===== src/rtl/clk_rate_divider_bank.sv =====
// Bank of NUM_CH programmable 50%-duty clock dividers with tick strobe and 8-bit tick counter.
// All outputs registered (1-cycle from state); no backpressure, half-period changes land on phase boundaries.
module clk_rate_divider_bank #(
  parameter int NUM_CH = 2,
  parameter int CNT_W  = 32,
  parameter logic [NUM_CH*CNT_W-1:0] DEF_HALF = {32'd12_500_000, 32'd50_000_000}
) (
  input  logic                  clk,
  input  logic                  rst_n,
  input  logic [NUM_CH-1:0]     ch_en,
  input  logic                  restart,
  input  logic                  cfg_wr,
  input  logic [2:0]            cfg_ch,
  input  logic [CNT_W-1:0]      cfg_half,
  output logic [NUM_CH-1:0]     clk_out,
  output logic [NUM_CH-1:0]     tick,
  output logic [NUM_CH*8-1:0]   tick_cnt
);

  for (genvar i = 0; i < NUM_CH; i++) begin : g_ch
    localparam logic [2:0]       CH_IDX   = 3'(i);
    localparam logic [CNT_W-1:0] RST_HALF = DEF_HALF[i*CNT_W +: CNT_W];

    logic [CNT_W-1:0] cnt;
    logic [CNT_W-1:0] active_h;
    logic [CNT_W-1:0] pending_h;
    logic [CNT_W-1:0] next_pending;
    logic [7:0]       tcnt;
    logic             clk_q;
    logic             tick_q;
    logic             wr_hit;
    logic             terminal;

    // Writes addressed to channels that do not exist match no instance and vanish.
    assign wr_hit       = cfg_wr && (cfg_ch == CH_IDX);
    assign next_pending = wr_hit ? cfg_half : pending_h;

    // >= rather than == so a period shortened while paused cannot overrun the counter.
    assign terminal = (active_h != '0) && (cnt >= active_h - CNT_W'(1));

    always_ff @(posedge clk or negedge rst_n) begin
      if (!rst_n) begin
        cnt       <= '0;
        clk_q     <= 1'b0;
        tick_q    <= 1'b0;
        tcnt      <= '0;
        active_h  <= RST_HALF;
        pending_h <= RST_HALF;
      end else begin
        pending_h <= next_pending;
        tick_q    <= 1'b0;
        if (restart) begin
          cnt      <= '0;
          clk_q    <= 1'b0;
          active_h <= next_pending;
        end else if (active_h == '0) begin
          cnt      <= '0;
          clk_q    <= 1'b0;
          active_h <= next_pending;
        end else if (!ch_en[i]) begin
          active_h <= next_pending;
        end else if (terminal) begin
          cnt      <= '0;
          active_h <= next_pending;
          // Going idle at a phase boundary parks the output low instead of starting a new half-phase.
          if (next_pending == '0) begin
            clk_q <= 1'b0;
          end else begin
            clk_q <= ~clk_q;
            if (!clk_q) begin
              tick_q <= 1'b1;
              tcnt   <= tcnt + 8'd1;
            end
          end
        end else begin
          cnt <= cnt + CNT_W'(1);
        end
      end
    end

    assign clk_out[i]          = clk_q;
    assign tick[i]             = tick_q;
    assign tick_cnt[i*8 +: 8]  = tcnt;
  end

endmodule

===== config.mk =====
export PLATFORM = sky130hd
export DESIGN_NAME = clk_rate_divider_bank
export DESIGN_NICKNAME = d
export VERILOG_FILES = /design/src/rtl/clk_rate_divider_bank.sv
export SDC_FILE = /design/constraint.sdc
export NUM_CORES = 1
export LEC_CHECK = 0
export CAP_MARGIN = 20
export CELL_PAD_IN_SITES_DETAIL_PLACEMENT = 1
export CELL_PAD_IN_SITES_GLOBAL_PLACEMENT = 1
export CORE_AREA = 3 3 160 162
export DETAILED_ROUTE_END_ITERATION = 8
export DIE_AREA = 0 0 163 165
export PLACE_DENSITY = 0.85
export SLEW_MARGIN = 20
export SYNTH_ARGS = -nofsm -noshare
export SYNTH_HDL_FRONTEND = slang
export SYNTH_SLANG_ARGS = --single-unit

===== constraint.sdc =====
create_clock -name clk -period 6.47 [get_ports clk]
set_input_delay 1.294 -clock clk [delete_from_list [all_inputs] [get_ports clk]]
set_output_delay 1.294 -clock clk [all_outputs]
set_load 0.005 [all_outputs]

# == After elaboration in Yosys (flattened, before gate mapping) ==
# Index checks and enable logic that the tools add are counted.
# totals
input_bits,41
regBits,212
# classes
eq_ne,3
n_lt_le_gt_ge,2
reduce_logical,19
addsub,6
bitwise_logic,7
mux,40
# op_table
operator,n
2-to-1 mux 32 bit,18
zero test 32 bit,4
adder 32 x 1 -> 32 bit (second input constant),2
greater-or-equal comparator 32 bit,2
nonzero test 32 bit,2
subtractor 32 x 1 -> 32 bit (second input constant),2
2-to-1 mux 1 bit,22
adder 8 x 1 -> 8 bit (second input constant),2
AND reduction 6 bit,2
nonzero test 3 bit,4
!= test 4 x 1 -> 1 bit (second input constant),2
inverter 1 bit,7
logical AND 1 bit,4
AND reduction 2 bit,2
== test 3 x 1 -> 1 bit (second input constant),1
zero test 3 bit,1

# == Depth between registers and ports, before layout ==
# Gate-level depths: netlist of run 1.
# depth
ltp_word,9
mapped_depth,18

# == Worst setup path before layout of run 1 ==
# OpenSTA, ideal clock, no wires.
# synth_path
path_type,reg-to-reg
startpoint,register g_ch[1].active_h[8]
endpoint,register g_ch[1].active_h[14]
required_ns,6.345
setup_slack_ns,1.756
t_arrival_ns,4.590
path_buffers,2
synth_period_minus_slack_ns,4.714
path_stages_with_launch,17
cell_sequence,dfrtp_1 -> or4_1 -> or3_1 -> nor3_2 -> nand2_1 -> or4_1 -> xor2_1 -> ha_1 -> a21o_1 -> a21o_1 -> a21oi_1 -> o211ai_1 -> or2_0 -> clkbuf_2 -> nor3_4 -> buf_2 -> mux2_2
# synth_between
elab_chain_len,4
# synth_rtl
item,line,text
from (decl),25,logic [CNT_W-1:0] active_h;
from (signal assigned),55,active_h <= next_pending;
from (signal assigned),59,active_h <= next_pending;
from (signal assigned),61,active_h <= next_pending;
subtractor 32 x 1 -> 32 bit,39,assign terminal = (active_h != '0) && (cnt >= active_h - CNT_W'(1));
greater-or-equal comparator 32 bit,39,
logical AND 1 bit,39,
!= test 4 x 1 -> 1 bit (no source line),-,
# Parallel ways exist; a longest one is shown, timed or not.
# A chain may end at the register's enable or synchronous reset.

# == Worst setup path after layout of run 1 ==
# layout_path
startpoint,register g_ch[1].active_h[4]
endpoint,register g_ch[1].active_h[9]
# Same word-level chain as after synthesis.

==> impl_results.md, run 1 <==
* CTS Hold Bufs at 0
* Total Routing Usage GR at 0.252
* CTS root buf: clkbuf_16
* H-tree Lvls at 1
* TritonCTS Buffers at 24
* Yosys reg bits at 212
* Final hold vios at 0
* Resize count post-CTS at 0
* Iter 0 DRT Violations at 625
* Global-route wire length before repair at 54600 um
* Syn_area_per_cell at 10.7 um2
* Wire per inst at 21.9 um
* Std-Cell Core Area at about 0.024 mm2
* Final Non-Filler Cells at 1518
* Syn Nets at 1227
* IO Count at 61
* Post-CTS Setup Bufs at 0
* Peak Freq at 180 MHz
* Largest net degree at the start of global routing at 84
* Final setup vio count at 0
* Cell variety after synth at 73
* Worst Clk Skew at 14.5 ps
* Seq/Total Area, Yosys at 0.451
* Gp weighted congestion at 0.817
* Nature of the critical path endpoint: register
* Async SR Flop Fraction at 1.00
* Clk sinks at 212
* Initial Util at 0.491
* Synth warn at 0
* Number of port buffers at 60
* Final hold slack at 470 ps
* Clock Path Buffers at 3
* RSZ-0062 raised after global routing: no
* Vias in the first global route at 9982
* Cells after Synth at 1116
* Layout cell share with drive strength beyond 1 at 0.209
* NumNets Final at roughly 1300
* DRC viols at 0
* Vias per cell at 5.94
* CP startpoint kind: register
* Worst hold stages at 1
* Slew @ Worst Pin at between 1000 and 1500 ps
* Slew margin rel. at 0.281
* Worst vdd ir at 0.158 mV
* Setup CP Type: reg -> reg
* Tot Pwr at around 4.1 mW
* Status: finished, final reports clean
* Post-synth EDFFs at 0
* Remaining Overflow, GRT at 0
* Rows at 57
* CTS tree: built
* Worst path required time at 6870 ps
* ANT cells at 0
* Pleak at 5.57 nW
* Clock-pin slew of the registers on the worst-case setup and hold paths at 70 ps
* Post-Route Utilization at 0.568
* Part of the cycle the worst path needs at 0.861
* Period minus WS final at ~5600 ps
* Max Slew Vio Count at 0
* R2r worst-path depth at 15
* Antenna viol nets, final at 0
* Power Density at around 290 mW/mm2
* Detailed placement HPWL at roughly 23000 um
* Crit-path max FO at 34
* Max_cap viols at 0
* DR pass1 iterations at 4
* Die Y at 165 um
* TNS Setup at 0 ps
* Critical path arrival at 5970 ps
* Placed cells at 1474
* Die Wd at 163 um
* Routed vias at 9016
* Area of the die at 0.0269 mm2
* Syn-to-layout area delta at 15.7%
* Main synth FF type: dfrtp_1
* Initial antenna violation count at 0
* WL final at 33300 um
* Hold WC Path Type: reg -> reg
* Synth Cell Area at about 0.012 mm2
* Skew-Pair Late Insertion Delay at 530 ps
where the power goes:
part | total [mW] | internal (mW) | switching (mW)
sequential | 1.80 | 1.58 | 0.220
clock | 1.54 | 0.953 | 0.585
combinational | 0.720 | 0.350 | 0.370
total | 4.06 | 2.88 | 1.18
stage by stage:
| stage | setup slack [ps] | instance area, um2 |
|---|---|---|
| final | 899 | 13800 |
| after detailed placement | 940 | 12900 |
| after floorplan | 1760 | 11900 |
| after global routing | 532 | 13800 |
| after global placement | 1140 | 12900 |
| after CTS | 905 | 13800 |
final cells by class:
type	count	area [um2]
flip-flops and latches	212	5370
clock buffers	34	733
fillers	2586	10500
inverters	24	90.1
clock inverters	10	161
well taps	324	405
multi-input cells	842	6330
repair buffers	72	698
layer usage:
layer,part of all wire,wire length (um),GRT usage
met5,0,0,0
met4,0.033,1110,0.0927
met3,0.027,914,0.0296
met2,0.52,17400,0.461
met1,0.42,13800,0.305
final timing paths:
kind / start / endpoint / slack, ps
max in group asynchronous: rst_n / g_ch[0].cnt[29] / 4420
hold / removal: g_ch[1].tcnt[7] / g_ch[1].tcnt[7] / 470
setup reg to reg: g_ch[1].active_h[4] / g_ch[1].active_h[9] / 900
hold reg to reg: g_ch[1].tcnt[7] / g_ch[1].tcnt[7] / 470
setup / recovery: g_ch[1].active_h[4] / g_ch[1].active_h[9] / 900
min in group asynchronous: rst_n / g_ch[1].cnt[5] / 760
state kept, by name (all words and copies together) (netlist names):
signal and cells:
g_ch.active_h 64, g_ch.tick_q 2, g_ch.clk_q 2, g_ch.cnt 64
g_ch.tcnt 16, g_ch.pending_h 64
layout by cell type (no fill, tap or decap), drive strengths merged, types with 3 or more instances in the layout:
cell type | Yosys | routed
o311ai | 9 | 9
mux2 | 129 | 129
buf | 12 | 12
a32o | 8 | 8
or4 | 19 | 19
nand2 | 91 | 91
and3 | 13 | 13
o31ai | 4 | 4
nor2b | 3 | 3
nand2b | 4 | 4
nor3 | 34 | 34
bufinv | 0 | 4
a21oi | 35 | 35
ha | 70 | 70
dfrtp | 164 | 164
dfstp | 48 | 48
o21ai | 30 | 30
clkbuf | 26 | 35
inv | 24 | 24
nand3 | 51 | 51
clkdlybuf4s50 | 0 | 59
nand3b | 5 | 5
a31oi | 4 | 4
xor2 | 40 | 40
and4 | 8 | 8
nor2 | 80 | 80
or4b | 3 | 3
a21o | 6 | 6
nand4 | 24 | 24
nor4 | 49 | 49
and2 | 6 | 6
or2 | 4 | 4
clkinvlp | 0 | 3
clkinv | 0 | 3
or3 | 12 | 12
a221oi | 6 | 6
nor3b | 5 | 5
xnor2 | 59 | 59
o22ai | 5 | 5
cells by family after synthesis:
kind of cell	synth area share
xor gates and xnor gates	0.0728
buffers and inverters	0.0215
adders and majority gates	0.0736
DFF	0.451
and+or+nand+nor	0.186
muxes	0.123
AOI/OAI and AO/OA	0.0724
worst max-delay path, cell delays in order, from the launching register on:
cell and delay (ps):
dfrtp_1 410, or3_1 490, or4_1 560, nor3_2 280, nand2_1 180, or4_1 570, xor2_1 160, ha_1 300
a21o_1 190, a21o_1 170, a21oi_1 160, o211ai_1 230, or2_0 610, nor3_4 280, buf_4 440, mux2_2 410
synthesized netlist by cell type, types with 25 or more instances:
library cell | count | area share
a21oi_1 | 34 | 0.014
clkbuf_1 | 25 | 0.0079
dfrtp_1 | 164 | 0.34
dfstp_2 | 48 | 0.11
ha_1 | 70 | 0.074
mux2_2 | 128 | 0.12
nand2_1 | 91 | 0.029
nand3_1 | 51 | 0.021
nor2_1 | 76 | 0.024
nor3_1 | 32 | 0.013
nor4_1 | 46 | 0.024
o21ai_0 | 27 | 0.011
xnor2_1 | 59 | 0.043
xor2_1 | 40 | 0.029
No activity file was read; power rests on OpenSTA's default activity.
==> inputs of run 2 (changes only) <==
Settings changed: CORE_AREA 3 3 160 162 to 3 3 177 179, DIE_AREA 0 0 163 165 to 0 0 180 182, PLACE_DENSITY 0.85 to 0.73.
==> impl_results.md, run 2 (synthesis results as in run 1) <==
* Number of port buffers at 60 (unchanged)
* Detailed placement HPWL at 21900 um (was 22800 um)
* Resize count post-CTS at 0 (unchanged)
* Clock-pin slew of the registers on the worst-case setup and hold paths at 60 ps (was 70 ps)
* Hold WC Path Type: reg -> reg (unchanged)
* Part of the cycle the worst path needs at 0.829 (was 0.861)
* Internal at 2.85 mW (was 2.88 mW)
* Total Routing Usage GR at 0.185 (was 0.252)
* Power Density at 286 mW/mm2 (was 294 mW/mm2)
* Slew @ Worst Pin at 924 ps (was 1080 ps)
* Worst Clk Skew at 10.5 ps (was 14.5 ps)
* GR peak layer: met2 (unchanged)
* Max_cap viols at 0 (unchanged)
* Vias in the first global route at 9499 (was 9982)
* Non-Filler Cell Area, Final at 0.0138 mm2 (about the same)
* Std-Cell Core Area at 0.0297 mm2 (was 0.0242 mm2)
* Commonest non-fill, non-tap cell in the layout: dfrtp_1 (unchanged)
* Initial antenna violation count at 0 (unchanged)
* Max Slew Vio Count at 0 (unchanged)
* Crit-path max FO at 34 (unchanged)
* Switching portion of total power at 0.279 (was 0.290)
* P_sw at 1.10 mW (was 1.18 mW)
* Worst path required time at 6870 ps (about the same)
* Gp weighted congestion at 0.815 (was 0.817)
* Final hold slack at 477 ps (was 470 ps)
* Wire per inst at 19.1 um (was 21.9 um)
* Part of the power in registers at 0.448 (was 0.443)
* WL final at 30400 um (was 33300 um)
* Critical Path Max Stage Delay at 550 ps (was 610 ps)
* Buf+Inv Stages, Crit Path at 2 (was 1)
* CTS Hold Bufs at 0 (unchanged)
* Initial Util at 0.401 (was 0.491)
* Most frequent cells in the layout: 164 x dfrtp_1, 128 x mux2_2, 91 x nand2_1 (unchanged)
* Clock Path Buffers at 3 (unchanged)
* Global-route wire length before repair at 50600 um (was 54600 um)
* Iter 0 DRT Violations at 337 (was 625)
* Rows at 63 (was 57)
* Vias per cell at 5.53 (was 5.94)
* Syn-to-layout area delta at 16.2% (was 15.7%)
* CP top delay family: simple AND/OR/NAND/NOR gates (unchanged)
* Final Non-Filler Cells at 1586 (was 1518)
* Status: finished, final reports clean (unchanged)
* Final setup vio count at 0 (unchanged)
* Final hold vios at 0 (unchanged)
* Peak Freq at 186 MHz (was 180 MHz)
* Placed cells at 1542 (was 1474)
* Setup CP Type: reg -> reg (unchanged)
* Post-DP Area at 0.0130 mm2 (was 0.0129 mm2)
* Slowest CP cell: or4_1 (was or2_0)
* Critical path arrival at 5760 ps (was 5970 ps)
* H-tree Lvls at 1 (unchanged)
* NumNets Final at 1289 (was 1287)
* Area of the die at 0.0328 mm2 (was 0.0269 mm2)
* Die Wd at 180 um (was 163 um)
* Pleak at 5.57 nW (about the same)
* Clock power frac at 0.377 (was 0.379)
* Slew margin rel. at 0.384 (was 0.281)
* Die Y at 182 um (was 165 um)
* Layout cell share with drive strength beyond 1 at 0.209 (about the same)
* Combinational share of power at 0.174 (was 0.177)
* CTS tree: built (unchanged)
* DRC viols at 0 (unchanged)
* Hold Path Origin: g_ch[1].tcnt[7] (unchanged)
* Met2 Usage GRT at 0.332 (was 0.461)
* Period minus WS final at 5360 ps (was 5570 ps)
* Reg-to-reg startpoint: g_ch[1].active_h[4] (unchanged)
* Largest registers: g_ch.active_h x64, g_ch.cnt x64, g_ch.pending_h x64 (unchanged)
* Nature of the critical path endpoint: register (unchanged)
* Critical-path cell list: or3_1 -> or4_1 -> nor3_2 -> nand2_1 -> or4_1 -> xor2_1 -> ha_1 -> a21o_1 -> a21o_1 -> a21oi_1 -> o211ai_1 -> or2_0 -> buf_4 -> nor3_4 -> buf_4 -> mux2_2 (was or3_1 -> or4_1 -> nor3_2 -> nand2_1 -> or4_1 -> xor2_1 -> ha_1 -> a21o_1 -> a21o_1 -> a21oi_1 -> o211ai_1 -> or2_0 -> nor3_4 -> buf_4 -> mux2_2)
* M1 GR Usage at 0.236 (was 0.305)
* CTS root buf: clkbuf_16 (unchanged)
* Clk sinks at 212 (unchanged)
* DR pass1 iterations at 4 (unchanged)
* Post-CTS Setup Bufs at 0 (unchanged)
* Skew-Pair Late Insertion Delay at 520 ps (was 530 ps)
* Worst vdd ir at 0.163 mV (was 0.158 mV)
* IO Count at 61 (unchanged)
* Critical path origin: g_ch[1].active_h[4] (unchanged)
* Largest net degree at the start of global routing at 116 (was 84)
* ANT cells at 0 (unchanged)
* Routed vias at 8772 (was 9016)
* GRT met3 Usage at 0.0210 (was 0.0296)
* TNS Setup at 0 ps (unchanged)
* TritonCTS Buffers at 24 (unchanged)
* Antenna viol nets, final at 0 (unchanged)
* CP startpoint kind: register (unchanged)
* RSZ-0062 raised after global routing: no (unchanged)
* Remaining Overflow, GRT at 0 (unchanged)
-- run 2: cell count changes in the layout (fill, tap and decap cells not counted) --
cell / change
buf_6: -1
clkinvlp_4: -2
clkinv_2: +2
a21oi_2: -1
bufinv_16: +1
clkbuf_8: +1
clkbuf_1: +1
a21oi_1: +1
clkbuf_16: -3
buf_4: +3
-- run 2: per-layer routing --
| metal | share of wire | wire (um) |
|---|---|---|
| met1 | 0.44 | 13400 |
| met2 | 0.51 | 15400 |
| met3 | 0.021 | 628 |
| met4 | 0.030 | 901 |
| met5 | 0 | 0 |
-- run 2: final cells by class --
type                       instances  area, um2
multi-input combinational        842       6320
inverter                          24       90.1
clock buffer                      33        676
timing repair buffer              74        709
tap                              390        488
fill                            3229      15900
sequential                       212       5370
clock inverter                    11        186
-- run 2: worst paths after layout --
kind | end | slack, ps | cells after the start
setup / recovery | g_ch[1].active_h[26] | 1110 | 16
hold / removal | g_ch[1].tcnt[7] | 480 | 1
setup reg to reg | g_ch[1].active_h[26] | 1110 | 16
hold reg to reg | g_ch[1].tcnt[7] | 480 | 1
max in group asynchronous | g_ch[0].tcnt[1] | 4320 | 2
min in group asynchronous | g_ch[1].tcnt[6] | 870 | 1
-- run 2: power groups by stage --
stage	clock network, mW	registers [mW]	logic (mW)
2_1_floorplan	0	1.73	0.489
3_3_place_gp	0	1.77	0.659
3_5_place_dp	0	1.79	0.690
4_1_cts	1.54	1.77	0.704
5_1_grt	1.60	1.81	0.780
6_report	1.49	1.77	0.690
-- run 2: through the flow --
stage          setup slack, ps   util  power (mW)
4_1_cts                   1100  0.466        4.02
3_3_place_gp              1240  0.437        2.43
6_report                  1110  0.466        3.96
5_1_grt                    835  0.466        4.19
2_1_floorplan             1760      -        2.22
3_5_place_dp              1140  0.437        2.48
-- run 2: worst reg2reg max path, cell delays in order, from the launching register on --
cell	delay, ps
dfrtp_1	400
or3_1	480
or4_1	550
nor3_2	290
nand2_1	180
or4_1	550
xor2_1	170
ha_1	300
a21o_1	190
a21o_1	180
a21oi_1	150
o211ai_1	240
or2_0	380
buf_4	220
nor3_4	150
buf_4	390
mux2_2	420
